File: config.mk
export PLATFORM = sky130hd
export DESIGN_NAME = im_loader
export DESIGN_NICKNAME = d
export VERILOG_FILES = /design/src/rtl/im_loader.sv
export SDC_FILE = /design/constraint.sdc
export NUM_CORES = 1
export LEC_CHECK = 0
export CAP_MARGIN = 20
export CORE_MARGIN = 2
export CORE_UTILIZATION = 30
export DETAILED_ROUTE_END_ITERATION = 6
export SLEW_MARGIN = 10
export SYNTH_ARGS = -nofsm -noshare
export SYNTH_HDL_FRONTEND = slang
export SYNTH_SLANG_ARGS = --single-unit
export TNS_END_PERCENT = 100
File: constraint.sdc
create_clock -name clk -period 3.6 [get_ports clk]
set_input_delay 0.72 -clock clk [delete_from_list [all_inputs] [get_ports clk]]
set_output_delay 0.72 -clock clk [all_outputs]
set_load 0.005 [all_outputs]
File: src/rtl/im_loader.sv
// Boot-time program loader: packs a length-prefixed byte stream into IW-bit words, writes them to
// instruction memory, then releases the core. Optional checksum build: define IM_LOADER_CHECKSUM_EN.
module im_loader #(
   parameter int IW  = 12,
   parameter int IMW = 4
) (
   input  logic           clk,
   input  logic           rst,
   input  logic [7:0]     in_data,
   input  logic           in_valid,
   output logic           in_ready,
   output logic           im_we,
   output logic [IMW-1:0] im_waddr,
   output logic [IW-1:0]  im_wdata,
   output logic           start,
   output logic           busy,
   output logic           err,
   output logic [IMW:0]   words_loaded
);

   localparam int unsigned DEPTH = 2 ** IMW;

   typedef enum logic [2:0] {
      S_IDLE,
      S_LO,
      S_HI,
      S_WAIT,
      S_RUN
`ifdef IM_LOADER_CHECKSUM_EN
      , S_CHK,
      S_ERR
`endif
   } state_t;

   state_t         state, next_state;
   logic [IMW-1:0] idx;
   logic [IMW:0]   target;
   logic [7:0]     lo_byte;
   logic           xfer;
   logic           last;
`ifdef IM_LOADER_CHECKSUM_EN
   logic [7:0]     csum;
`endif

   // A length of zero or beyond the memory depth loads the whole memory.
   function automatic logic [IMW:0] clamp_len(input logic [7:0] l);
      int unsigned v;
      v = 32'(l);
      if (v == 0 || v > DEPTH) v = DEPTH;
      return v[IMW:0];
   endfunction

   assign xfer = in_valid & in_ready;
   assign last = ({1'b0, idx} + (IMW+1)'(1)) >= target;

`ifdef IM_LOADER_CHECKSUM_EN
   assign err = (state == S_ERR);
`else
   assign err = 1'b0;
`endif

   always_ff @(posedge clk or posedge rst) begin
      if (rst) state <= S_IDLE;
      else     state <= next_state;
   end

   always_comb begin
      next_state = state;
      in_ready   = 1'b0;
      busy       = 1'b0;
      case (state)
         S_IDLE: begin
            in_ready = 1'b1;
            if (in_valid) next_state = S_LO;
         end
         S_LO: begin
            in_ready = 1'b1;
            busy     = 1'b1;
            if (in_valid) next_state = S_HI;
         end
         S_HI: begin
            in_ready = 1'b1;
            busy     = 1'b1;
            if (in_valid) begin
`ifdef IM_LOADER_CHECKSUM_EN
               next_state = last ? S_CHK : S_LO;
`else
               next_state = last ? S_WAIT : S_LO;
`endif
            end
         end
         S_WAIT: begin
            busy       = 1'b1;
            next_state = S_RUN;
         end
`ifdef IM_LOADER_CHECKSUM_EN
         S_CHK: begin
            in_ready = 1'b1;
            busy     = 1'b1;
            if (in_valid) next_state = (in_data == csum) ? S_WAIT : S_ERR;
         end
         S_ERR: ;
`endif
         S_RUN: ;
         default: next_state = S_IDLE;
      endcase
   end

   // start is registered from the RUN state, so it rises two cycles after the final write pulse.
   always_ff @(posedge clk or posedge rst) begin
      if (rst) begin
         idx          <= '0;
         target       <= '0;
         lo_byte      <= '0;
         im_we        <= 1'b0;
         im_waddr     <= '0;
         im_wdata     <= '0;
         words_loaded <= '0;
         start        <= 1'b0;
`ifdef IM_LOADER_CHECKSUM_EN
         csum         <= '0;
`endif
      end else begin
         im_we <= 1'b0;
         start <= (state == S_RUN);
         if (xfer) begin
            case (state)
               S_IDLE: begin
                  target       <= clamp_len(in_data);
                  idx          <= '0;
                  words_loaded <= '0;
`ifdef IM_LOADER_CHECKSUM_EN
                  csum         <= '0;
`endif
               end
               S_LO: begin
                  lo_byte <= in_data;
`ifdef IM_LOADER_CHECKSUM_EN
                  csum    <= csum ^ in_data;
`endif
               end
               S_HI: begin
                  im_we        <= 1'b1;
                  im_waddr     <= idx;
                  im_wdata     <= {in_data[IW-9:0], lo_byte};
                  words_loaded <= words_loaded + (IMW+1)'(1);
                  if (!last) idx <= idx + IMW'(1);
`ifdef IM_LOADER_CHECKSUM_EN
                  csum         <= csum ^ in_data;
`endif
               end
               default: ;
            endcase
         end
      end
   end

endmodule

=== Word level (Yosys, flattened, before mapping) ===
Cells that the tools add are included.

* $add $sub $neg: 3
* Order comparisons: 2
* Equality and inequality tests: 8
* Multiplexer cells: 13
* Bitwise gates (word level): 2
* Reductions and logical operators: 12

{| class="wikitable"
|+ Operators by type and width
! cell !! number
|-
| one-hot mux 3 bit (5 select lines) || 1
|-
| one-hot mux 5 bit (2 select lines) || 1
|-
| 2-to-1 mux 3 bit || 3
|-
| > comparator 8 x 5 -> 1 bit (second input constant) || 1
|-
| logical NOT 8 bit || 1
|-
| != test 2 bit (second input constant) || 4
|-
| one-hot mux 4 bit (2 select lines) || 1
|-
| AND reduction 2 bit || 4
|-
| equality test 3 x 2 -> 1 bit (second input constant) || 2
|-
| OR reduction 3 bit || 2
|-
| adder 4 x 1 -> 5 bit (second input constant) || 1
|-
| adder 5 x 1 -> 5 bit (second input constant) || 1
|-
| >= comparator 5 bit || 1
|-
| 2-to-1 mux 5 bit || 1
|-
| adder 4 x 1 -> 4 bit (second input constant) || 1
|-
| 2-to-1 mux 1 bit || 4
|-
| 2-to-1 mux 4 bit || 1
|-
| AND reduction 4 bit || 1
|-
| equality test 3 x 1 -> 1 bit (second input constant) || 1
|-
| equality test 3 bit (second input constant) || 1
|-
| logical NOT 3 bit || 1
|-
| AND reduction 3 bit || 1
|-
| 2-to-1 mux 2 bit || 1
|-
| nonzero test 2 bit || 1
|-
| other kinds (3) || 3
|}

* Bits in registers: 43
* Bits of input ports: 11
* Output and inout port bits: 26
* Logic and storage cells: 49

=== Logic depth before layout (Yosys ltp) ===
Gate-level depths: netlist of the first run.

* Depth after elaboration: 5
* Depth in mapped cells: 7
* Mapped depth without buffers: 7

=== Worst setup path before layout of the first run ===
No wires, ideal clock.

* Kind: register to register
* Start: register idx[0]
* End: register idx[0]
* Arrival time: 1.784 ns
* Path slack: 1.736 ns
* Stages on the path, launching flop included: 8
* Buffers on the path: 0
* Period minus slack after synthesis: 1.864 ns
* Cells stage by stage: dfrtp_1 -> ha_1 -> and3_1 -> ha_1 -> a21oi_1 -> o21ai_1 -> a21oi_2 -> mux2i_1

* Cells in the longest elaborated chain, start to end: 4

{| class="wikitable"
|+ Ends and longest elaborated chain
! what !! RTL line !! RTL
|-
| start, declared || 36 || <nowiki>logic [IMW-1:0] idx;</nowiki>
|-
| start signal, assigned || 147 || <nowiki>if (!last) idx <= idx + IMW'(1);</nowiki>
|-
| adder 4 x 1 -> 5 bit || 54 || <nowiki>assign last = ({1'b0, idx} + (IMW+1)'(1)) >= target;</nowiki>
|-
| >= comparator 5 bit || 54 ||
|-
| != test 2 bit (no source line) || - ||
|-
| AND reduction 3 bit (no source line) || - ||
|}

Several ways; a longest one is shown, not always the timed one. The select of a mux whose other input is x is not followed.
A chain may end at the register's enable or synchronous reset.

=== Final worst setup path of the first run ===
* Start: register state[0]
* End: output busy

* Cells in the longest elaborated chain, start to end: 3

{| class="wikitable"
|+ Ends and longest elaborated chain
! what !! RTL line !! RTL
|-
| start, declared || 35 || <nowiki>state_t state, next_state;</nowiki>
|-
| start signal, assigned || 64 || <nowiki>else state <= next_state;</nowiki>
|-
| equality test 3 x 2 -> 1 bit / equality test 3 x 1 -> 1 bit (equally long branches) || 71 || <nowiki>case (state)</nowiki>
|-
| OR reduction 3 bit (no source line) * || - ||
|-
| 2-to-1 mux 1 bit * || 71 ||
|-
| end, declared || 16 || <nowiki>output logic busy,</nowiki>
|}

Every way passes the cells marked *; elsewhere a longest branch is shown, timed or not.

==> results of run 1 <==
## layer usage
metal,share of wire [%],global-route usage (%)
met5,0,0
met4,0.63,2.597
met3,5.3,3.272
met2,44,16.19
met1,51,15.13
## registers in the layout (all words and copies together) (netlist names)
signal / count
im_wdata: 12
lo_byte: 8
target: 5
words_loaded: 5
idx: 4
im_waddr: 4
state: 3
im_we: 1
start: 1
## cells by family after synthesis
| family | after synthesis |
|---|---|
| other | 1 |
| AND/OR/NAND/NOR | 36 |
| multiplexers | 29 |
| adder cells (fa/ha/maj) | 7 |
| XOR/XNOR | 6 |
| AO/OA/AOI/OAI | 17 |
| flip-flops | 43 |
| buffers and inverters | 18 |
## power groups by stage
stage / Sequential, W / Combinational, W / Clock, W
final: 0.000801 / 0.000686 / 0.000302
after global routing: 0.000832 / 0.000746 / 0.000338
after CTS: 0.000803 / 0.000698 / 0.000318
after detailed placement: 0.000809 / 0.000696 / 0
after global placement: 0.000808 / 0.000684 / 0
after floorplan: 0.000760 / 0.000438 / 0
## stage by stage
step           std cells  power (W)
2_1_floorplan        157   0.001198
3_3_place_gp         265   0.001492
3_5_place_dp         265   0.001505
4_1_cts              272   0.001818
5_1_grt              272   0.001916
6_report             272   0.001789
## cells in the final DEF (no fill, tap or decap), types with 2 or more instances in the layout
cell,instances
a21oi_1,5
a22o_1,4
and2_1,2
buf_4,3
clkbuf_8,6
clkdlybuf4s50_1,35
dfrtp_1,43
ha_1,7
inv_1,11
mux2_2,17
mux2_4,7
mux2i_1,5
nand2_1,9
nand4_1,2
nor2_1,8
nor2b_1,3
o21ai_0,2
xnor2_1,2
xor2_1,4
## worst max path at each step
stage,start,to,slack (ps),depth (start not counted)
after floorplan,idx[0]$_DFFE_PP0P_,idx[0]$_DFFE_PP0P_,1740,7
after CTS,state[0]$_DFFE_PP0P_,busy,1240,3
final,state[0]$_DFFE_PP0P_,busy,1250,3
after detailed placement,in_valid,idx[2]$_DFFE_PP0P_,1170,5
after global routing,state[0]$_DFFE_PP0P_,busy,1140,3
after global placement,in_valid,idx[3]$_DFFE_PP0P_,1250,5
## layout make-up
cell class	instances	area (um^2)
inverter	11	41.29
fill	617	3928
sequential	43	1076
tap	77	96.34
clock buffer	6	82.58
multi-input combinational	96	820.8
timing repair buffer	38	372.9
clock inverter	1	5.005
==> results.toml, run 1 <==
[sta]
period_minus_slack_ps = 2350
finalSetupViolCount = 0
tns_ps = 0
tightest_slew_ps = 543.2
period_share_pct = 65.28
fin_ws_ps = 1250
max-slew-margin-rel_pct = 63.79
fin_worst_skew_ps = 7.488
drv_slew = 0
holdWs_ps = 505.9
hold_viol = 0
fmax_mhz = 425.5
grt_setup_unrepaired = "false"

[min_path]
hp-class = "reg2reg"
hp-start = "lo_byte[5]$_DFFE_PP0P_"
holdPathEnd = "lo_byte[5]$_DFFE_PP0P_"
min_path_cells = 1

[floorplan]
fp.dieW_um = 85.77
start_util_pct = 31.23
row_count = 29
pin_count = 37
die_area_um2 = 7356
die_y_um = 85.77
fp.coreArea_um2 = 6422

[global_route]
grt_overflow_total = 0
grt_use_total_pct = 10.72
grt_start_max_net_pins = 44
grt_pass1_wl_um = 6251
grt_pass1_vias = 1285
antenna_found_initial = 0

[pwr]
p_comb_share_pct = 38.3
pwr-share-seq_pct = 44.8
power.switching_w = 0.0005448
swShare_pct = 30.45
p_clk_share_pct = 16.9
vdd_drop_max_mv = 0.3644
leakage_nw = 1.112
p_int_w = 0.001244
p_per_area_nw_per_um2 = 717.0

[yosys]
synthAdderAreaFrac_pct = 4.367
ys_ff_latch = 43
synth_compound_area_share_pct = 5.677
syn-instance-count = 157
synth_edf_count = 0
syn_avg_cell_area_um2 = 12.77
ys_async_sr_fraction_pct = 100.0
ys_warn_count = 0
ys_seq_area_share_pct = 53.65
netlist_top_cells_count = "dfrtp_1 (43), mux2_2 (17), inv_1 (11), nand2_1 (9), nor2_1 (8)"
synth_xor_area_share_pct = 2.620
synth_largest_area_cell = "dfrtp_1"
synthMuxAreaShare_pct = 17.28
syn-cell-area_um2 = 2006
synth_top_family_by_area = "multiplexers"
synth_top_area_share_pct = 53.65
synthSimpleGateAreaFrac_pct = 10.79
syn-num-nets = 175
synth_ff_type = "dfrtp_1"
yosysMostFrequentCell = "dfrtp_1"
synth.area.top_cells = "dfrtp_1 (54%), mux2_2 (9.5%), mux2_4 (5.2%), ha_1 (4.4%), mux2i_1 (2.5%)"
ys_types = 39

[placed_design]
routabilityCongestion = 0.7540
hpwl_um = 2599
port_buffers = 35
place_area_um2 = 2407
dp_slack_ps = 1168

[clocking]
cts_root_buf = "clkbuf_8"
hold_buffers = 0
htreeDepth = 2
cts_setup_buffers = 0
cts_tree = "done"
ctsResizeCount = 0
cts_sinks = 43
clk_pin_slew_ps = 80
cts_buffer_depth = 2
numCtsBuffers = 5
clk_latency_ps = 280

[final_layout]
utilization_pct = 38.85
drive_gt1_share_pct = 20.00
syn_to_final_growth_pct = 24.39
antennaDiodeCount = 0
stdcell_area_um2 = 2495
nets = 213

[run]
cap_violations = 0

[detailed_routing]
viasPerCell = 4.699
drtAntennaViolNets = 0
vias = 1278
remaining_drc_errors = 2
dr.pass1.iters = 7
routed_wl_um = 3663
drtIter0Drc = 57
wire_per_inst_um = 13.47

[worst_setup_path]
path_buf_inv = 1
path_cells = "nor2_2 > nor2_1 > clkdlybuf4s50_1"
required_ps = 2880
startpoint_type = "flop"
crit_family = "flip-flops"
worstReg2RegStart = "idx[0]$_DFFE_PP0P_"
r2r_setup_slack_ps = 1390
cp_slowest_cell = "dfrtp_1"
r2r_cells = 7
crit_path_max_incr_delay_ps = 630
criticalPathCategory = "reg2out"
worstPathArrival_ps = 1630
cp_max_fo = 12
r2r-end = "state[1]$_DFFE_PP0P_"
endpoint_kind = "output pin"

[run_status]
violations = "design-rule violations"
outcome = "finished, violations left"
Power figures use the tool's default switching activity.
==> inputs of run 2 (changes only) <==
==> constraint.sdc (replaced) <==
create_clock -name clk -period 2 [get_ports clk]
set_input_delay 0.4 -clock clk [delete_from_list [all_inputs] [get_ports clk]]
set_output_delay 0.4 -clock clk [all_outputs]
set_load 0.005 [all_outputs]
==> run 2 against run 1 <==
Compared with the run above: the flow still finishes with violations (design-rule violations); hold slack got worse by 50 ps; clock-buffer cell count unchanged; critical path depth decreased by 1; power increased by 88%; sequential power increased by 80%; largest power group unchanged.
==> results.toml, run 2 (synthesis results as in run 1) <==
[run_status]
outcome = "finished, violations left"
violations = "design-rule violations"

[global_route]
grt_pass1_wl_um = 6499
grt_use_total_pct = 11.41
grt_pass1_vias = 1349
grt_overflow_total = 0
antenna_found_initial = 0
grt_start_max_net_pins = 44

[sta]
holdWs_ps = 456.1
drv_slew = 0
grt_setup_unrepaired = "true"
fin_worst_skew_ps = 10.76
fmax_mhz = 521.4
tns_ps = 0
finalSetupViolCount = 0
period_share_pct = 95.89
hold_viol = 0
period_minus_slack_ps = 1918

[worst_setup_path]
crit_path_max_incr_delay_ps = 520
r2r_cells = 7
r2r-end = "state[1]$_DFFE_PP0P_"
required_ps = 1600
worstReg2RegStart = "idx[0]$_DFFE_PP0P_"
worstPathArrival_ps = 1520
path_cells = "a21oi_1 > clkdlybuf4s50_1"
criticalPathCategory = "reg2out"
startpoint_type = "flop"
endpoint_kind = "output pin"
cp_max_fo = 10
startpoint = "state[1]$_DFFE_PP0P_"
cp_slowest_cell = "clkdlybuf4s50_1"
r2r_setup_slack_ps = 100

[detailed_routing]
drtIter0Drc = 45
vias = 1325
wl_met2_um = 1662
dr.pass1.iters = 6
met1_length_um = 1977
routed.top_layer = "met4"
routed_wl_um = 3896
viasPerCell = 4.649
wire_per_inst_um = 13.67
met3_length_um = 213
drtAntennaViolNets = 0
remaining_drc_errors = 2

[placed_design]
dp_cells = 277
hpwl_um = 2719
routabilityCongestion = 0.7870
port_buffers = 35

[pwr]
p_comb_share_pct = 39.2
leakage_nw = 1.176
p_clk_share_pct = 18.0
p_int_w = 0.002312
power.switching_w = 0.001055
pwr-share-seq_pct = 42.9
swShare_pct = 31.34
p_per_area_nw_per_um2 = 1275
vdd_drop_max_mv = 0.6334

[final_layout]
final_common_cell = "dfrtp_1"
drive_gt1_share_pct = 27.40
top_regs = "im_wdata (12), lo_byte (8)"
regMostFlops = "im_wdata"
syn_to_final_growth_pct = 31.63
final_cell_mix = "dfrtp_1 (41), clkdlybuf4s50_1 (35), mux2_2 (17)"
multi_input_area_um2 = 849.6
layout.cells.non_filler = 285
utilization_pct = 41.11
fillers = 609
regArea_um2 = 1079
nets = 225
antennaDiodeCount = 0
largest_register_ffs = 12

[floorplan]
die_y_um = 85.77
die_area_um2 = 7356
fp.coreArea_um2 = 6422
fp.dieW_um = 85.77
start_util_pct = 31.23
pin_count = 37
row_count = 29

[clocking]
numCtsBuffers = 5
cts_root_buf = "clkbuf_8"
hold_buffers = 0
htreeDepth = 2
cts_buffer_depth = 2
cts_sinks = 43
clk_latency_ps = 310
cts_tree = "done"
clk_pin_slew_ps = 100

[run]
cap_violations = 0

[min_path]
hp-class = "in2async"
-- run 2: what timing repair did --
| item | in CTS | in global routing |
|---|---|---|
| gates resized for setup | 1 | 7 |
| pin swaps | 0 | 1 |
| setup endpoints to repair | 1 | 6 |
| setup buffers | 0 | 0 |
-- run 2: stage by stage --
step,power (W),instance area (um^2),setup WS [ps]
after floorplan,0.002156,2006,136.3
after global placement,0.002733,2510,57.10
after detailed placement,0.002754,2510,16.41
after CTS,0.003377,2610,2.592
after global routing,0.003592,2640,-16.83
final,0.003367,2640,82.25
-- run 2: layout make-up --
| cell class | count | area share, % |
|---|---|---|
| Tap cell | 77 | 3.649 |
| Inverter | 11 | 1.564 |
| Clock inverter | 2 | 0.6161 |
| Timing Repair Buffer | 50 | 18.01 |
| Multi-Input combinational cell | 96 | 32.18 |
| Clock buffer | 6 | 3.128 |
| Sequential cell | 43 | 40.85 |
-- run 2: how the worst max path moves through the flow --
stage	end	slack, ps	cells after the start
floorplan	idx[0]$_DFFE_PP0P_	140	7
CTS	idx[3]$_DFFE_PP0P_	3	7
global route	state[1]$_DFFE_PP0P_	-20	7
global placement	idx[3]$_DFFE_PP0P_	60	6
finish	in_ready	80	2
detailed placement	state[1]$_DFFE_PP0P_	20	7
-- run 2: metal layers --
layer	vias up	GRT usage [%]
li1	639	-
met1	639	15.81
met2	42	16.41
met3	5	3.561
met4	0	5.051
met5	-	0
-- run 2: power groups by stage --
stage / registers (W) / clock network [W] / logic [W]
3_3_place_gp: 0.00145 / 0 / 0.00129
2_1_floorplan: 0.00137 / 0 / 0.000788
5_1_grt: 0.00149 / 0.000666 / 0.00144
3_5_place_dp: 0.00146 / 0 / 0.00130
6_report: 0.00144 / 0.000605 / 0.00132
4_1_cts: 0.00144 / 0.000627 / 0.00131
-- run 2: critical path, delay by kind of cell (launching register included) --
kind | cells | cell delay, ps
buffers and inverters | 1 | 520
flip-flops | 1 | 500
AO/OA/AOI/OAI | 1 | 200
